==> src/rtl/clk_div_ctrl.sv <==
// Programmable clock divider with a handshaked, glitch-free ratio change and clean start/stop.
// Ratio changes take effect only at period boundaries, so clkout never shows a short or long pulse.
module clk_div_ctrl #(
  parameter int W           = 8,
  parameter int DEFAULT_DIV = 3
) (
  input  logic         clk,
  input  logic         rst,
  input  logic         en,
  input  logic         div_req,
  input  logic [W-1:0] div_val,
  output logic         div_ack,
  output logic         div_err,
  output logic         clkout,
  output logic         tick,
  output logic         busy
);

  localparam logic [1:0]   ST_IDLE  = 2'd0;
  localparam logic [1:0]   ST_RUN   = 2'd1;
  localparam logic [1:0]   ST_DRAIN = 2'd2;
  localparam logic [W-1:0] DIV_RST  = W'(DEFAULT_DIV);
  localparam logic [W-1:0] ONE_W    = {{(W-1){1'b0}}, 1'b1};
  localparam logic [W-1:0] TWO_W    = W'(2);
  localparam logic [W-1:0] ZERO_W   = {W{1'b0}};

  logic [1:0]   state_r, state_s;
  logic [W-1:0] cnt_r, cnt_s;
  logic [W-1:0] n_r, n_s;
  logic [W-1:0] p_r, p_s;
  logic         pv_r, pv_s;
  logic         div_ack_r, div_ack_s;
  logic         div_err_r, div_err_s;
  logic         clkout_r, clkout_s;
  logic         tick_r, tick_s;
  logic         busy_r, busy_s;
  logic         last_s;
  logic         cap_s;

  // Length of the high phase, (n+1)>>1, computed one bit wider so n = 2^W-1 cannot overflow.
  function automatic logic [W:0] high_len(input logic [W-1:0] n);
    return ({1'b0, n} + {{W{1'b0}}, 1'b1}) >> 1'b1;
  endfunction

  assign last_s = (cnt_r == (n_r - ONE_W));
  // The ack cycle is excluded so a requester still holding div_req is not re-captured.
  assign cap_s  = div_req && !pv_r && !div_ack_r;

  // Next-state, counter and ratio-handshake logic.
  always_comb begin
    state_s   = state_r;
    cnt_s     = cnt_r;
    n_s       = n_r;
    p_s       = p_r;
    pv_s      = pv_r;
    div_ack_s = 1'b0;
    div_err_s = 1'b0;
    tick_s    = 1'b0;
    clkout_s  = 1'b0;
    busy_s    = 1'b0;

    if (cap_s && (div_val < TWO_W)) begin
      div_ack_s = 1'b1;
      div_err_s = 1'b1;
    end else if (cap_s && (state_r == ST_IDLE)) begin
      n_s       = div_val;
      div_ack_s = 1'b1;
    end else if (cap_s) begin
      p_s  = div_val;
      pv_s = 1'b1;
    end else begin
      pv_s = pv_r;
    end

    case (state_r)
      ST_IDLE: begin
        if (pv_r) begin
          n_s       = p_r;
          pv_s      = 1'b0;
          div_ack_s = 1'b1;
        end else begin
          pv_s = pv_r;
        end
        cnt_s = ZERO_W;
        if (en) begin
          state_s = ST_RUN;
          tick_s  = 1'b1;
        end else begin
          state_s = ST_IDLE;
        end
      end
      ST_RUN, ST_DRAIN: begin
        if (last_s && en) begin
          // Wrap: a ratio pending since before this edge takes effect for the new period.
          state_s = ST_RUN;
          cnt_s   = ZERO_W;
          tick_s  = 1'b1;
          if (pv_r) begin
            n_s       = p_r;
            pv_s      = 1'b0;
            div_ack_s = 1'b1;
          end else begin
            pv_s = pv_s;
          end
        end else if (last_s) begin
          state_s = ST_IDLE;
          cnt_s   = ZERO_W;
        end else begin
          cnt_s   = cnt_r + ONE_W;
          state_s = en ? ST_RUN : ST_DRAIN;
        end
      end
      default: begin
        state_s = ST_IDLE;
        cnt_s   = ZERO_W;
      end
    endcase

    if (state_s != ST_IDLE) begin
      busy_s   = 1'b1;
      clkout_s = ({1'b0, cnt_s} < high_len(n_s));
    end else begin
      busy_s   = 1'b0;
      clkout_s = 1'b0;
    end
  end

  // State and registered outputs; reset drops every output and discards any pending ratio.
  always_ff @(posedge clk or negedge rst) begin
    if (!rst) begin
      state_r   <= ST_IDLE;
      cnt_r     <= ZERO_W;
      n_r       <= DIV_RST;
      p_r       <= ZERO_W;
      pv_r      <= 1'b0;
      div_ack_r <= 1'b0;
      div_err_r <= 1'b0;
      clkout_r  <= 1'b0;
      tick_r    <= 1'b0;
      busy_r    <= 1'b0;
    end else begin
      state_r   <= state_s;
      cnt_r     <= cnt_s;
      n_r       <= n_s;
      p_r       <= p_s;
      pv_r      <= pv_s;
      div_ack_r <= div_ack_s;
      div_err_r <= div_err_s;
      clkout_r  <= clkout_s;
      tick_r    <= tick_s;
      busy_r    <= busy_s;
    end
  end

  assign div_ack = div_ack_r;
  assign div_err = div_err_r;
  assign clkout  = clkout_r;
  assign tick    = tick_r;
  assign busy    = busy_r;

endmodule
==> config.mk <==
export PLATFORM = sky130hd
export DESIGN_NAME = clk_div_ctrl
export DESIGN_NICKNAME = d
export VERILOG_FILES = /design/src/rtl/clk_div_ctrl.sv
export SDC_FILE = /design/constraint.sdc
export NUM_CORES = 1
export LEC_CHECK = 0
export CORE_AREA = 4 4 125 67
export CTS_CLUSTER_SIZE = 12
export DETAILED_ROUTE_END_ITERATION = 8
export DIE_AREA = 0 0 129 71
export SYNTH_ARGS = -nofsm -noshare
export SYNTH_HDL_FRONTEND = slang
export SYNTH_SLANG_ARGS = --single-unit
==> constraint.sdc <==
create_clock -name clk -period 9.3 [get_ports clk]
set_input_delay 1.395 -clock clk [delete_from_list [all_inputs] [get_ports clk]]
set_output_delay 1.395 -clock clk [all_outputs]
set_load 0.01 [all_outputs]
Word-level counts from Yosys, hierarchy flattened
Index checks and enable logic that the tools add are counted.
- $add $sub $neg: 3
- multipliers: 0
- divide/modulo/power cells: 0
- $lt $le $gt $ge: 2
- equality and inequality tests: 3
- shift operators: 0
- muxes and demuxes: 30
- bitwise gates (word level): 2
- reductions and logical operators: 11
- operators by type and width (cell ; count):
    8-bit 2-to-1 mux ; 7
    8-bit case mux with 2 select lines ; 1
    1-bit 2-to-1 mux ; 15
    8-bit by 1-bit adder with 9-bit output (second input constant) ; 1
    8-bit by 1-bit adder with 8-bit output (second input constant) ; 1
    8-bit equality test ; 1
    8-bit by 2-bit less-than comparator with 1-bit output (second input constant) ; 1
    8-bit less-than comparator ; 1
    8-bit by 1-bit subtractor with 8-bit output (second input constant) ; 1
    2-bit 2-to-1 mux ; 3
    1-bit case mux with 2 select lines ; 3
    1-bit logical AND ; 5
    2-bit case mux with 2 select lines ; 1
    3-bit AND reduction ; 1
    2-bit by 1-bit equality test with 1-bit output (second input constant) ; 1
    2-bit equality test (second input constant) ; 1
    1-bit zero test ; 2
    2-bit zero test ; 1
    1-bit inverter ; 2
    2-bit nonzero test ; 1
    2-bit OR reduction ; 1
- register bits: 32
- bits in latches: 0
- RAM bits: 0
- ROM bits: 0
- input bits: 12
- logic and storage cells: 61
- memories kept: 0

Logic depth before layout (Yosys ltp)
- depth in word-level cells: 12
- mapped depth: 18
- depth with buffers taken out: 17

Worst setup path before layout
No wires, ideal clock.
- path kind: input port to flip-flop
- start: input div_val[4]
- end: register clkout_r (netlist: clkout)
- setup time: 0.066 ns
- data arrival time: 4.128 ns
- data required time: 9.234 ns
- setup slack: 5.106 ns
- stages: 14
- buffers on the path: 0
- cells stage by stage: nor4_1 -> a21oi_2 -> mux2i_1 -> o21ai_0 -> nor2_1 -> a211oi_2 -> ha_1 -> nand3_1 -> xnor2_1 -> ha_1 -> a21o_1 -> a21o_1 -> a211oi_1 -> o311a_1
- cells in the longest elaborated chain, start to end: 9
- elaborated cells between the ends (all ways): 10
- RTL lines (what ; line ; text):
    start, declared ; 11 ; input logic [W-1:0] div_val,
    8-bit by 2-bit less-than comparator with 1-bit output (*) ; 62 ; if (cap_s && (div_val < TWO_W)) begin
    1-bit logical AND (*) ; 62 ;
    8-bit 2-to-1 mux (*) ; 62 ;
    8-bit 2-to-1 mux ; 77, 98 ;
    8-bit 2-to-1 mux ; 93 ; if (last_s && en) begin
    8-bit case mux with 2 select lines (*) ; 75 ; case (state_r)
    net n_s[0] ; 29 ; logic [W-1:0] n_r, n_s;
    8-bit by 1-bit adder with 9-bit output (*) ; 42 ; return ({1'b0, n} + {{W{1'b0}}, 1'b1}) >> 1'b1;
    8-bit less-than comparator (*) ; 121 ; clkout_s = ({1'b0, cnt_s} < high_len(n_s));
    1-bit 2-to-1 mux (*) ; 119 ; if (state_s != ST_IDLE) begin
    net clkout_s ; 34 ; logic clkout_r, clkout_s;
    end signal, assigned ; 149 ; clkout_r <= clkout_s;
    end, declared ; 34 ;
The timed path passes the listed nets; every way through them passes the cells marked *.
A chain may end at the register's enable or synchronous reset.

Worst setup path after layout
Ends and elaborated chain as after synthesis.

==> flow_summary.ini <==
[floorplan]
die_w_um = 129
die_area_um2 = 9160
ios = 17
start_util_pct = 29.9
die_y_um = 71
rows = 22
fp.coreArea_um2 = 7210

[power]
powerDensity_nw_per_um2 = 352
leakage_nw = 1.13
vdd_ir_drop_max_mv = 0.0959

[grt]
antenna_found_initial = 0
grt_max_degree = 33
grt_pass1_vias = 1686
grt_overflow = 0
grt_pass1_wl_mm = 8.47
grt_usage_pct = 11.6

[synth]
syn_area_per_cell_um2 = 9.67
synth_commonest_cells = dfrtp_1 (30), nor2_1 (28), xor2_1 (14)
synth.most_common_cell = dfrtp_1
ys_seq_elements = 32
yosysUniqueCellTypes = 46
synth_fa_ha_area_share_pct = 6.96
synth_simple_gate_area_share_pct = 22.1
synth_xor_area_share_pct = 10.5
synth_compound_area_share_pct = 13.6
synthMuxAreaShare_pct = 6.90
yosysTopAreaCell = dfrtp_1
synthArstFlopShare_pct = 100
seq_area_frac_synth_pct = 37.2
synth_edf_count = 0
synth.top_cell.area_share_pct = 34.8
synthCells = 223
synth-main-ff-cell = dfrtp_1
synth_nets = 247
syn-cell-area_um2 = 2160
yosys_warnings = 0
ys_top_cells_by_area = dfrtp_1 (35%), ha_1 (7.0%), xor2_1 (5.7%)
synth_top_family_by_area = simple AND/OR/NAND/NOR gates

[clocking]
tritoncts = done
htreeDepth = 2
post_cts_resized = 0
ctsHoldBuffers = 0
cts_setup_buffers = 0
cts_root_buffer = clkbuf_16
clockBufferDepth = 2
cts_buffers = 5
clock_latency_ns = 0.28
cts_sinks = 32
path_clk_slew_ns = 0.05

[sta]
tightest_slew_ns = 0.789
min_period_over_period_pct = 51.1
fmax_mhz = 210
period_needed_ns = 4.75
finClkSkew_ns = 0.00592
rsz0062_at_grt = no
hold_violations = 0
fin_setup_tns_ns = 0
whs_ns = 0.513
setup-violations-final = 0
timing.slew.headroom_pct = 47.0
drv_slew = 0

[job]
maxCapViolCount = 0

[layout]
fillers = 716
final_area_um2 = 2580
area_growth_pct = 19.4
nets = 265
diodes = 0
drive_above_1_share_pct = 13.6

[detailed_routing]
wl_mm = 5.13
post-route-drc-count = 0
num_vias = 1703
ant_nets = 0
drt-pass1-iter-count = 4
drt_iter0_markers = 102
wl_per_cell_um = 15.2
via_per_inst = 5.04

[critical_path]
critical_path_arrival_ns = 4.97
max_stage_delay_ns = 0.44
crit_path_end_kind = flip-flop
critPathLaunchType = primary input
cp_max_fo = 8
cp-startpoint = div_val[4]
cp_cell_sequence = clkdlybuf4s50_1 > nor4_1 > a21oi_2 > mux2i_1 > o21ai_0 > nor2_1 > a211oi_2 > ha_1 > nand3_1 > xnor2_1 > ha_1 > a21o_1 > a21o_1 > a211oi_1 > o311a_1
timing.critical_path.slowest_stage_cell = clkdlybuf4s50_1
worstSetupPathType = primary input to flip-flop
r2r-start = n_r[0]$_DFF_PN1_
worstRegToRegCells = 17
worstPathRequired_ns = 9.52

[worst_hold_path]
hp-class = flip-flop to flip-flop
min_from = p_r[7]$_DFFE_PN0P_
hold_path_depth = 1

[place]
dp_hpwl_mm = 3.84
port-buffer-count = 16
place_congestion = 0.901
placed_area_um2 = 2410

[status]
status = finished clean
[critical path, delay by kind of cell]
family / cells / cell delay (ns)
multiplexers: 1 / 0.19
AO/OA/AOI/OAI: 7 / 1.58
adder cells (fa/ha/maj): 2 / 0.59
buffers and inverters: 1 / 0.44
AND/OR/NAND/NOR: 3 / 0.61
XOR/XNOR: 1 / 0.15
[logic make-up after synthesis]
group / after synthesis
xor gates and xnor gates: 25
buffers and inverters: 13
AOI/OAI and AO/OA: 39
adders and majority gates: 12
DFF: 32
and+or+nand+nor: 88
muxes: 14
[area by class of cell]
class                           instances  area (µm²)  area share (%)
Inverter                                7        26.3            1.02
Tap cell                               96         120            4.66
Sequential cell                        32         803            31.2
Multi-Input combinational cell        178        1290            50.3
Timing Repair Buffer                   17         168            6.51
Clock inverter                          2        35.0            1.36
Clock buffer                            6         129            5.00
[flip-flops by register name (all words and copies together) (netlist names)]
name / count
div_ack: 1
div_err: 1
busy: 1
n_r: 8
pv_r: 1
state_r: 2
tick: 1
p_r: 8
cnt_r: 8
clkout: 1
[placed cells by master (no fill, tap or decap), drive strengths merged, types with 3 or more instances in the layout]
| cell | Yosys | layout |
|---|---|---|
| dfrtp | 30 | 30 |
| nor2 | 28 | 28 |
| clkdlybuf4s50 | 0 | 16 |
| xor2 | 15 | 15 |
| nand2 | 12 | 12 |
| ha | 12 | 12 |
| xnor2 | 10 | 10 |
| nand3 | 10 | 10 |
| a21oi | 10 | 10 |
| nor3 | 9 | 9 |
| inv | 7 | 7 |
| mux2i | 7 | 7 |
| mux2 | 7 | 7 |
| nor2b | 7 | 7 |
| o21ai | 6 | 6 |
| clkbuf | 3 | 6 |
| nand4 | 4 | 4 |
| a211oi | 4 | 4 |
| a31oi | 3 | 3 |
| or2 | 3 | 3 |
| a22oi | 3 | 3 |
| and2 | 3 | 3 |
| a21o | 3 | 3 |
| and3 | 3 | 3 |
| nor4 | 3 | 3 |
[through the flow]
| step | cells | worst slack (ns) | utilization [%] | total power [mW] |
|---|---|---|---|---|
| after CTS | 338 | 4.60 | 35.7 | 0.908 |
| after floorplan | 223 | 5.11 | - | 0.598 |
| after detailed placement | 330 | 4.35 | 33.4 | 0.716 |
| after global routing | 338 | 4.36 | 35.7 | 0.978 |
| final | 338 | 4.55 | 35.7 | 0.907 |
| after global placement | 330 | 4.49 | 33.4 | 0.702 |
[where the power goes]
part | total [mW] | internal [mW] | switching, mW
Sequential | 0.242 | 0.191 | 0.0512
Combinational | 0.479 | 0.199 | 0.280
Clock | 0.185 | 0.126 | 0.0596
Total | 0.907 | 0.516 | 0.391
[worst paths after layout]
| path | to | slack (ns) |
|---|---|---|
| min reg2reg | p_r[7]$_DFFE_PN0P_ | 0.51 |
| max | clkout$_DFF_PN0_ | 4.55 |
| min in group asynchronous | p_r[4]$_DFFE_PN0P_ | 1.53 |
| min | p_r[7]$_DFFE_PN0P_ | 0.51 |
| max in group asynchronous | n_r[0]$_DFF_PN1_ | 7.43 |
| max reg2reg | clkout$_DFF_PN0_ | 5.16 |
[layer usage]
metal	part of all wire (%)	up-vias	GRT usage, %
met5	0	-	0
met3	2.6	9	2.04
met4	1.5	0	3.84
li1	-	829	-
met1	48	842	15.6
met2	47	23	18.8
(Power assumes the default switching activity.)
